$ cat src/rtl/alu_pkg.sv
`default_nettype none
// ============================================================================
//  Module   : alu_pkg
//  Purpose  : Opcode encodings and FSM state type shared by the integer
//             execute unit and its serial divider.
//  Revision : 1.0  initial release
// ============================================================================
package alu_pkg;

  // Base / alternate ALU operations (funct7 = 0x00 / 0x20)
  localparam logic [2:0] F3_ADD  = 3'd0;  // ADD, SUB with F7_ALT
  localparam logic [2:0] F3_SLL  = 3'd1;
  localparam logic [2:0] F3_SLT  = 3'd2;
  localparam logic [2:0] F3_SLTU = 3'd3;
  localparam logic [2:0] F3_XOR  = 3'd4;
  localparam logic [2:0] F3_SR   = 3'd5;  // SRL, SRA with F7_ALT
  localparam logic [2:0] F3_OR   = 3'd6;
  localparam logic [2:0] F3_AND  = 3'd7;

  // Multiply / divide operations (funct7 = 0x01)
  localparam logic [2:0] F3_MUL    = 3'd0;
  localparam logic [2:0] F3_MULH   = 3'd1;
  localparam logic [2:0] F3_MULHSU = 3'd2;
  localparam logic [2:0] F3_MULHU  = 3'd3;
  localparam logic [2:0] F3_DIV    = 3'd4;
  localparam logic [2:0] F3_DIVU   = 3'd5;
  localparam logic [2:0] F3_REM    = 3'd6;
  localparam logic [2:0] F3_REMU   = 3'd7;

  localparam logic [6:0] F7_BASE   = 7'h00;
  localparam logic [6:0] F7_ALT    = 7'h20;
  localparam logic [6:0] F7_MULDIV = 7'h01;

  typedef enum logic [1:0] {
    IDLE = 2'd0,
    DIV  = 2'd1,
    DONE = 2'd2
  } alu_state_t;

endpackage
`default_nettype wire

$ cat src/rtl/div_iter.sv
`default_nettype none
// ============================================================================
//  Module   : div_iter
//  Purpose  : Restoring radix-2 serial divider on unsigned magnitudes.
//             One quotient bit per cycle; o_done is high in the final step
//             cycle with the finished quotient/remainder on the outputs.
//  Revision : 1.0  initial release
// ============================================================================
module div_iter #(
  parameter int DATA_WIDTH = 32
) (
  input  logic                  clk,
  input  logic                  rst_n,
  input  logic                  i_start,
  input  logic [DATA_WIDTH-1:0] i_dividend,
  input  logic [DATA_WIDTH-1:0] i_divisor,
  output logic                  o_done,
  output logic [DATA_WIDTH-1:0] o_quotient,
  output logic [DATA_WIDTH-1:0] o_remainder
);

  localparam int c_CW = $clog2(DATA_WIDTH) + 1;

  logic [DATA_WIDTH-1:0] r_rem;
  logic [DATA_WIDTH-1:0] r_quo;
  logic [DATA_WIDTH-1:0] r_dvs;
  logic [c_CW-1:0]       r_cnt;
  logic                  r_busy;

  logic [DATA_WIDTH:0]   w_trial;
  logic                  w_ge;
  logic [DATA_WIDTH-1:0] w_rem_nxt;
  logic [DATA_WIDTH-1:0] w_quo_nxt;

  // Partial remainder shifted left by one with the next dividend bit; a
  // clear top bit after subtraction means the divisor fits.
  assign w_trial   = {r_rem, r_quo[DATA_WIDTH-1]} - {1'b0, r_dvs};
  assign w_ge      = ~w_trial[DATA_WIDTH];
  assign w_rem_nxt = w_ge ? w_trial[DATA_WIDTH-1:0]
                          : {r_rem[DATA_WIDTH-2:0], r_quo[DATA_WIDTH-1]};
  assign w_quo_nxt = {r_quo[DATA_WIDTH-2:0], w_ge};

  // Results are taken from the next-state values so the caller can register
  // them on the same edge as the last step.
  assign o_done      = r_busy && (r_cnt == c_CW'(1));
  assign o_quotient  = w_quo_nxt;
  assign o_remainder = w_rem_nxt;

  // Load operands on start, then iterate DATA_WIDTH steps.
  always_ff @(posedge clk or negedge rst_n) begin
    if (!rst_n) begin
      r_rem  <= '0;
      r_quo  <= '0;
      r_dvs  <= '0;
      r_cnt  <= '0;
      r_busy <= 1'b0;
    end else if (i_start) begin
      r_rem  <= '0;
      r_quo  <= i_dividend;
      r_dvs  <= i_divisor;
      r_cnt  <= c_CW'(DATA_WIDTH);
      r_busy <= 1'b1;
    end else if (r_busy) begin
      r_rem  <= w_rem_nxt;
      r_quo  <= w_quo_nxt;
      r_cnt  <= r_cnt - c_CW'(1);
      if (r_cnt == c_CW'(1)) r_busy <= 1'b0;
    end
  end

endmodule
`default_nettype wire

$ cat src/rtl/alu_muldiv.sv
`default_nettype none
// ============================================================================
//  Module   : alu_muldiv
//  Purpose  : Execute-stage integer unit: RV32I ALU ops plus RV32M
//             multiply/divide with valid/ready on both sides. Divides that
//             are not special cases run on the serial divider.
//  Revision : 1.0  initial release
// ============================================================================
module alu_muldiv
  import alu_pkg::*;
#(
  parameter int DATA_WIDTH = 32,
  parameter int TAG_WIDTH  = 5,
  parameter int MULDIV_EN  = 1
) (
  input  logic                  clk,
  input  logic                  rst,        // asynchronous, active-low
  input  logic                  in_valid,
  output logic                  in_ready,
  input  logic [DATA_WIDTH-1:0] lhs,
  input  logic [DATA_WIDTH-1:0] rhs,
  input  logic [2:0]            funct3,
  input  logic [6:0]            funct7,
  input  logic [TAG_WIDTH-1:0]  tag_in,
  output logic                  out_valid,
  input  logic                  out_ready,
  output logic [DATA_WIDTH-1:0] result,
  output logic [TAG_WIDTH-1:0]  tag_out,
  output logic                  illegal
);

  localparam int c_SHW = $clog2(DATA_WIDTH);
  localparam logic [DATA_WIDTH-1:0] c_MIN = {1'b1, {(DATA_WIDTH-1){1'b0}}};

  alu_state_t              r_state;
  logic                    r_out_valid;
  logic [DATA_WIDTH-1:0]   r_result;
  logic [TAG_WIDTH-1:0]    r_tag;
  logic                    r_illegal;
  logic                    r_neg_q;
  logic                    r_neg_r;
  logic                    r_is_rem;
  logic [TAG_WIDTH-1:0]    r_div_tag;

  logic                    w_accept;
  logic                    w_div_go;
  logic                    w_div_start;
  logic                    w_div_done;
  logic [DATA_WIDTH-1:0]   w_res;
  logic                    w_illegal;
  logic [c_SHW-1:0]        w_shamt;
  logic [2*DATA_WIDTH-1:0] w_a_ext;
  logic [2*DATA_WIDTH-1:0] w_b_ext;
  logic [2*DATA_WIDTH-1:0] w_prod;
  logic                    w_div_signed;
  logic                    w_div_rem;
  logic                    w_lhs_neg;
  logic                    w_rhs_neg;
  logic [DATA_WIDTH-1:0]   w_lhs_mag;
  logic [DATA_WIDTH-1:0]   w_rhs_mag;
  logic                    w_div_by0;
  logic                    w_div_ovf;
  logic [DATA_WIDTH-1:0]   w_q;
  logic [DATA_WIDTH-1:0]   w_r;
  logic [DATA_WIDTH-1:0]   w_div_res;

  assign in_ready    = (r_state == IDLE) && (!r_out_valid || out_ready);
  assign w_accept    = in_valid && in_ready;
  assign w_div_start = w_accept && w_div_go;

  assign out_valid = r_out_valid;
  assign result    = r_result;
  assign tag_out   = r_tag;
  assign illegal   = r_illegal;

  assign w_shamt = rhs[c_SHW-1:0];

  // One multiplier serves all MUL* forms: operands are sign- or zero-extended
  // to double width, so the low 2*W bits of the product are exact.
  assign w_a_ext = {{DATA_WIDTH{lhs[DATA_WIDTH-1] & ((funct3 == F3_MULH) || (funct3 == F3_MULHSU))}}, lhs};
  assign w_b_ext = {{DATA_WIDTH{rhs[DATA_WIDTH-1] & (funct3 == F3_MULH)}}, rhs};
  assign w_prod  = w_a_ext * w_b_ext;

  // DIV/REM are even funct3 codes, REM/REMU have bit 1 set.
  assign w_div_signed = ~funct3[0];
  assign w_div_rem    = funct3[1];
  assign w_lhs_neg    = w_div_signed && lhs[DATA_WIDTH-1];
  assign w_rhs_neg    = w_div_signed && rhs[DATA_WIDTH-1];
  assign w_lhs_mag    = w_lhs_neg ? (-lhs) : lhs;
  assign w_rhs_mag    = w_rhs_neg ? (-rhs) : rhs;
  assign w_div_by0    = (rhs == '0);
  assign w_div_ovf    = w_div_signed && (lhs == c_MIN) && (rhs == '1);

  // Decode and compute every single-cycle result; flag divides for the FSM.
  always_comb begin
    w_res     = '0;
    w_illegal = 1'b0;
    w_div_go  = 1'b0;
    case (funct7)
      F7_BASE: begin
        case (funct3)
          F3_ADD:  w_res = lhs + rhs;
          F3_SLL:  w_res = lhs << w_shamt;
          F3_SLT:  w_res = {{(DATA_WIDTH-1){1'b0}}, ($signed(lhs) < $signed(rhs))};
          F3_SLTU: w_res = {{(DATA_WIDTH-1){1'b0}}, (lhs < rhs)};
          F3_XOR:  w_res = lhs ^ rhs;
          F3_SR:   w_res = lhs >> w_shamt;
          F3_OR:   w_res = lhs | rhs;
          default: w_res = lhs & rhs;
        endcase
      end
      F7_ALT: begin
        if (funct3 == F3_ADD)     w_res = lhs - rhs;
        else if (funct3 == F3_SR) w_res = $signed(lhs) >>> w_shamt;
        else                      w_illegal = 1'b1;
      end
      F7_MULDIV: begin
        if (MULDIV_EN != 0) begin
          case (funct3)
            F3_MUL:                       w_res = w_prod[DATA_WIDTH-1:0];
            F3_MULH, F3_MULHSU, F3_MULHU: w_res = w_prod[2*DATA_WIDTH-1:DATA_WIDTH];
            default: begin
              if (w_div_by0)      w_res = w_div_rem ? lhs : '1;
              else if (w_div_ovf) w_res = w_div_rem ? '0 : c_MIN;
              else                w_div_go = 1'b1;
            end
          endcase
        end else begin
          w_illegal = 1'b1;
        end
      end
      default: w_illegal = 1'b1;
    endcase
  end

  div_iter #(.DATA_WIDTH(DATA_WIDTH)) u_div (
    .clk         (clk),
    .rst_n       (rst),
    .i_start     (w_div_start),
    .i_dividend  (w_lhs_mag),
    .i_divisor   (w_rhs_mag),
    .o_done      (w_div_done),
    .o_quotient  (w_q),
    .o_remainder (w_r)
  );

  // Sign fix-up: quotient negated when signs differ, remainder follows lhs.
  assign w_div_res = r_is_rem ? (r_neg_r ? -w_r : w_r)
                              : (r_neg_q ? -w_q : w_q);

  // Capture divide sign/selection context and tag at accept.
  always_ff @(posedge clk or negedge rst) begin
    if (!rst) begin
      r_neg_q   <= 1'b0;
      r_neg_r   <= 1'b0;
      r_is_rem  <= 1'b0;
      r_div_tag <= '0;
    end else if (w_div_start) begin
      r_neg_q   <= w_lhs_neg ^ w_rhs_neg;
      r_neg_r   <= w_lhs_neg;
      r_is_rem  <= w_div_rem;
      r_div_tag <= tag_in;
    end
  end

  // Control FSM: IDLE accepts, DIV waits on the divider, DONE holds until consumed.
  always_ff @(posedge clk or negedge rst) begin
    if (!rst) begin
      r_state <= IDLE;
    end else begin
      case (r_state)
        IDLE:    if (w_div_start) r_state <= DIV;
        DIV:     if (w_div_done)  r_state <= DONE;
        DONE:    if (out_ready)   r_state <= IDLE;
        default: r_state <= IDLE;
      endcase
    end
  end

  // Output register: loads on divide completion or single-cycle accept, holds while stalled.
  always_ff @(posedge clk or negedge rst) begin
    if (!rst) begin
      r_out_valid <= 1'b0;
      r_result    <= '0;
      r_tag       <= '0;
      r_illegal   <= 1'b0;
    end else if (w_div_done) begin
      r_out_valid <= 1'b1;
      r_result    <= w_div_res;
      r_tag       <= r_div_tag;
      r_illegal   <= 1'b0;
    end else if (w_accept && !w_div_go) begin
      r_out_valid <= 1'b1;
      r_result    <= w_res;
      r_tag       <= tag_in;
      r_illegal   <= w_illegal;
    end else if (out_ready) begin
      r_out_valid <= 1'b0;
    end
  end

endmodule
`default_nettype wire

$ cat config.mk
export PLATFORM = sky130hd
export DESIGN_NAME = alu_muldiv
export DESIGN_NICKNAME = d
export VERILOG_FILES = /design/src/rtl/alu_pkg.sv /design/src/rtl/div_iter.sv /design/src/rtl/alu_muldiv.sv
export SDC_FILE = /design/constraint.sdc
export NUM_CORES = 2
export LEC_CHECK = 0
export ABC_CLOCK_PERIOD_IN_PS = 11290
export CAP_MARGIN = 40
export CORE_ASPECT_RATIO = 0.7
export CORE_UTILIZATION = 27
export CTS_BUF_LIST = sky130_fd_sc_hd__clkbuf_16
export CTS_CLUSTER_DIAMETER = 40
export CTS_CLUSTER_SIZE = 14
export DETAILED_ROUTE_END_ITERATION = 8
export HOLD_SLACK_MARGIN = 0.06
export SLEW_MARGIN = 20
export SYNTH_ARGS = -nofsm -noshare
export SYNTH_HDL_FRONTEND = slang
export SYNTH_SLANG_ARGS = --single-unit
$ cat constraint.sdc
create_clock -name clk -period 11.29 [get_ports clk]
set_clock_uncertainty 0.2 [all_clocks]
set_input_delay 2.258 -clock clk [delete_from_list [all_inputs] [get_ports clk]]
set_output_delay 2.258 -clock clk [all_outputs]
set_load 0.01 [all_outputs]
==> impl_metrics.yaml <==
status:
  status: "complete, but fails checks"
  violations: "design-rule violations"
timing:
  rsz0062_at_grt: "no"
  fin_setup_tns_ps: 0
  hold_viol: 0
  maxSlewViolCount: 0
  finalCritPeriodShare: 0.976
  fmax_mhz: 90.8
  worst_pin_slew_ps: 1020
  fin_ws_ps: 276
  relSlewSlack: 0.320
  min_period_ps: 11010
  finalSetupViolCount: 0
worst_setup_path:
  crit_type: "in -> reg"
  timing.rr.start: "u_div.r_quo[31]"
  reg2reg_to: "result[18]"
  crit_path_max_incr_delay_ps: 590
  crit_start: "funct3[0]"
  r2r.worst_path.cells: 21
  slowest_stage: "fa_2"
  crit_fanout: 8
  cp-end-kind: "flip-flop"
  cp.arrival_ps: 11210
  start_kind: "primary input"
  endpoint: "result[29]"
  cp_common_cell: "fa_1"
  ff2ff_setup_slack_ps: 4520
  cp.required_ps: 11490
global_routing:
  grt_pass1_wl_mm: 435
  grt_usage: 0.277
  grt_pass1_vias: 57000
  grt_max_degree: 85
  grt_remaining_overflow: 0
  antenna_found_initial: 37
cts:
  cts_tree: "built"
  clock_sinks: 152
  path_clk_slew_ps: 70
  cts_max_path_buffers: 3
  h-tree-depth: 4
  cts_buffers: 25
  holdBufCountCts: 0
  clockRootBuffer: "clkbuf_16"
  clock_latency_ps: 510
yosys:
  ys_seq_area_frac: 0.0645
  synth_flop_cell: "dfrtp_1"
  synth_area_sq_um: 59000
  async_flop_share: 1.00
  yosysUniqueCellTypes: 108
  synth_fp_nets: 8793
  synthCells: 7234
  syn_avg_cell_area_sq_um: 8.15
  yosysWarnings: 0
  synth_seq_cells: 152
  synth_edf_count: 0
floorplanning:
  die_area_sq_um: 220000
  ios: 123
  coreArea_sq_um: 217000
  initial_utilization: 0.272
  fp.dieH_microns: 393
  rows: 143
  die-width_microns: 561
layout:
  synthToLayoutAreaGrowth_pct: 15.6
  multi_input_area_sq_um: 48500
  fin_nets: 9138
  fin_area_sq_um: 68100
  layout-drive-gt1-share: 0.120
  final_util: 0.314
  seqCellArea_sq_um: 3810
  nFillCells: 23100
route:
  dr.first_iter.drc_count: 7225
  drc_errors: 4
  ant_nets: 0
  vias: 56700
  wirelength_mm: 307
  wire_per_inst_microns: 29.2
  post_drt_via_cell_ratio: 5.40
  firstDrtPassIters: 8
placed_design:
  gp_congestion: 1.04
  numPortBuffers: 122
  dp_hpwl_mm: 258
  placedInstanceArea_sq_um: 67200
  dp_slack_ps: -783
job:
  cap_violations: 0
hold_path:
  min-delay-path-class: "reg -> reg"
  hold-path-cell-count: 1
==> critical path, delay by kind of cell <==
| kind | cells | cell delay [ps] |
|---|---|---|
| adders and majority gates | 9 | 4440 |
| AOI/OAI and AO/OA | 9 | 1750 |
| buffers and inverters | 9 | 1510 |
| and+or+nand+nor | 6 | 870 |
| xor gates and xnor gates | 1 | 390 |
==> registers in the layout (all words and copies together) (netlist names), 2 cells and up <==
register / cells
result: 32
u_div.r_dvs: 32
u_div.r_quo: 32
u_div.r_rem: 32
u_div.r_cnt: 6
r_div_tag: 5
tag_out: 5
r_state: 2
==> logic make-up (layout without fill, tap and decap cells) <==
group | Yosys count | after routing | synth area share
adder cells (fa/ha/maj) | 1476 | 1476 | 0.457
flip-flops | 152 | 152 | 0.0645
other | 0 | 6 | 0
AO/OA/AOI/OAI | 1214 | 1214 | 0.132
AND/OR/NAND/NOR | 2162 | 2162 | 0.156
buffers and inverters | 1814 | 2165 | 0.116
XOR/XNOR | 253 | 253 | 0.0376
multiplexers | 163 | 163 | 0.0369
==> layout make-up <==
class / count / share of cell area
multi-input combinational: 5268 / 0.712
timing repair buffer: 786 / 0.0942
inverter: 1346 / 0.0742
sequential: 152 / 0.0559
tap: 2900 / 0.0532
clock buffer: 25 / 0.00918
clock inverter: 8 / 0.000900
antenna: 6 / 0.000220
==> stage by stage <==
| stage | instances | hold WS [ps] |
|---|---|---|
| 6_report | 10500 | 311 |
| 2_1_floorplan | 7234 | 263 |
| 5_1_grt | 10500 | 340 |
| 3_5_place_dp | 10400 | 296 |
| 4_1_cts | 10500 | 312 |
| 3_3_place_gp | 10400 | 280 |
==> routing by layer <==
metal,wire [microns],track usage
met5,154,0
met2,121000,0.386
met4,9780,0.0768
met1,137000,0.404
met3,38200,0.0898
==> how the worst min path moves through the flow <==
stage	from	to	slack (ps)
after global placement	r_state[1]	r_state[1]	280
after CTS	r_div_tag[2]	r_div_tag[2]	310
after global routing	r_div_tag[0]	r_div_tag[0]	340
after detailed placement	r_div_tag[1]	r_div_tag[1]	300
after floorplan	r_state[1]	r_state[1]	260
final	r_div_tag[1]	r_div_tag[1]	310
==> Yosys cell counts, types with 42 or more instances <==
library cell	number	share of area
a211oi_1	70	0.0089
a21o_1	63	0.0080
a21oi_1	367	0.031
a31oi_1	57	0.0060
buf_1	102	0.0065
clkbuf_1	353	0.022
dfrtp_1	152	0.065
fa_1	1128	0.38
ha_1	348	0.074
inv_1	1328	0.085
mux2i_1	104	0.018
mux4_2	42	0.016
nand2_1	1028	0.065
nand3_1	65	0.0055
nor2_1	700	0.045
nor3_1	91	0.0077
o211ai_1	44	0.0056
o21ai_0	266	0.023
xnor2_1	190	0.028
xor2_1	63	0.0094
==> placed cells by master (no fill, tap or decap), drive strengths merged, types with 63 or more instances in the layout <==
master and n:
nor2 700, inv 1337, buf 718, a211oi 71, xor2 63, ha 348, nand3 65, dfrtp 152
nand2 1029, mux2i 104, fa 1128, o21ai 279, nor3 94, clkdlybuf4s50 65, a21oi 368, a21o 64
xnor2 190
==> timing repair <==
action | in CTS | in global routing
resized for setup | 2 | 23
pin swaps | 0 | 4
setup endpoints to repair | 1 | 13
buffers inserted | 0 | 1
Power is left out: the tool's default activity adds up to more than one toggle a clock period on the data nets, which glitch-free logic cannot reach.
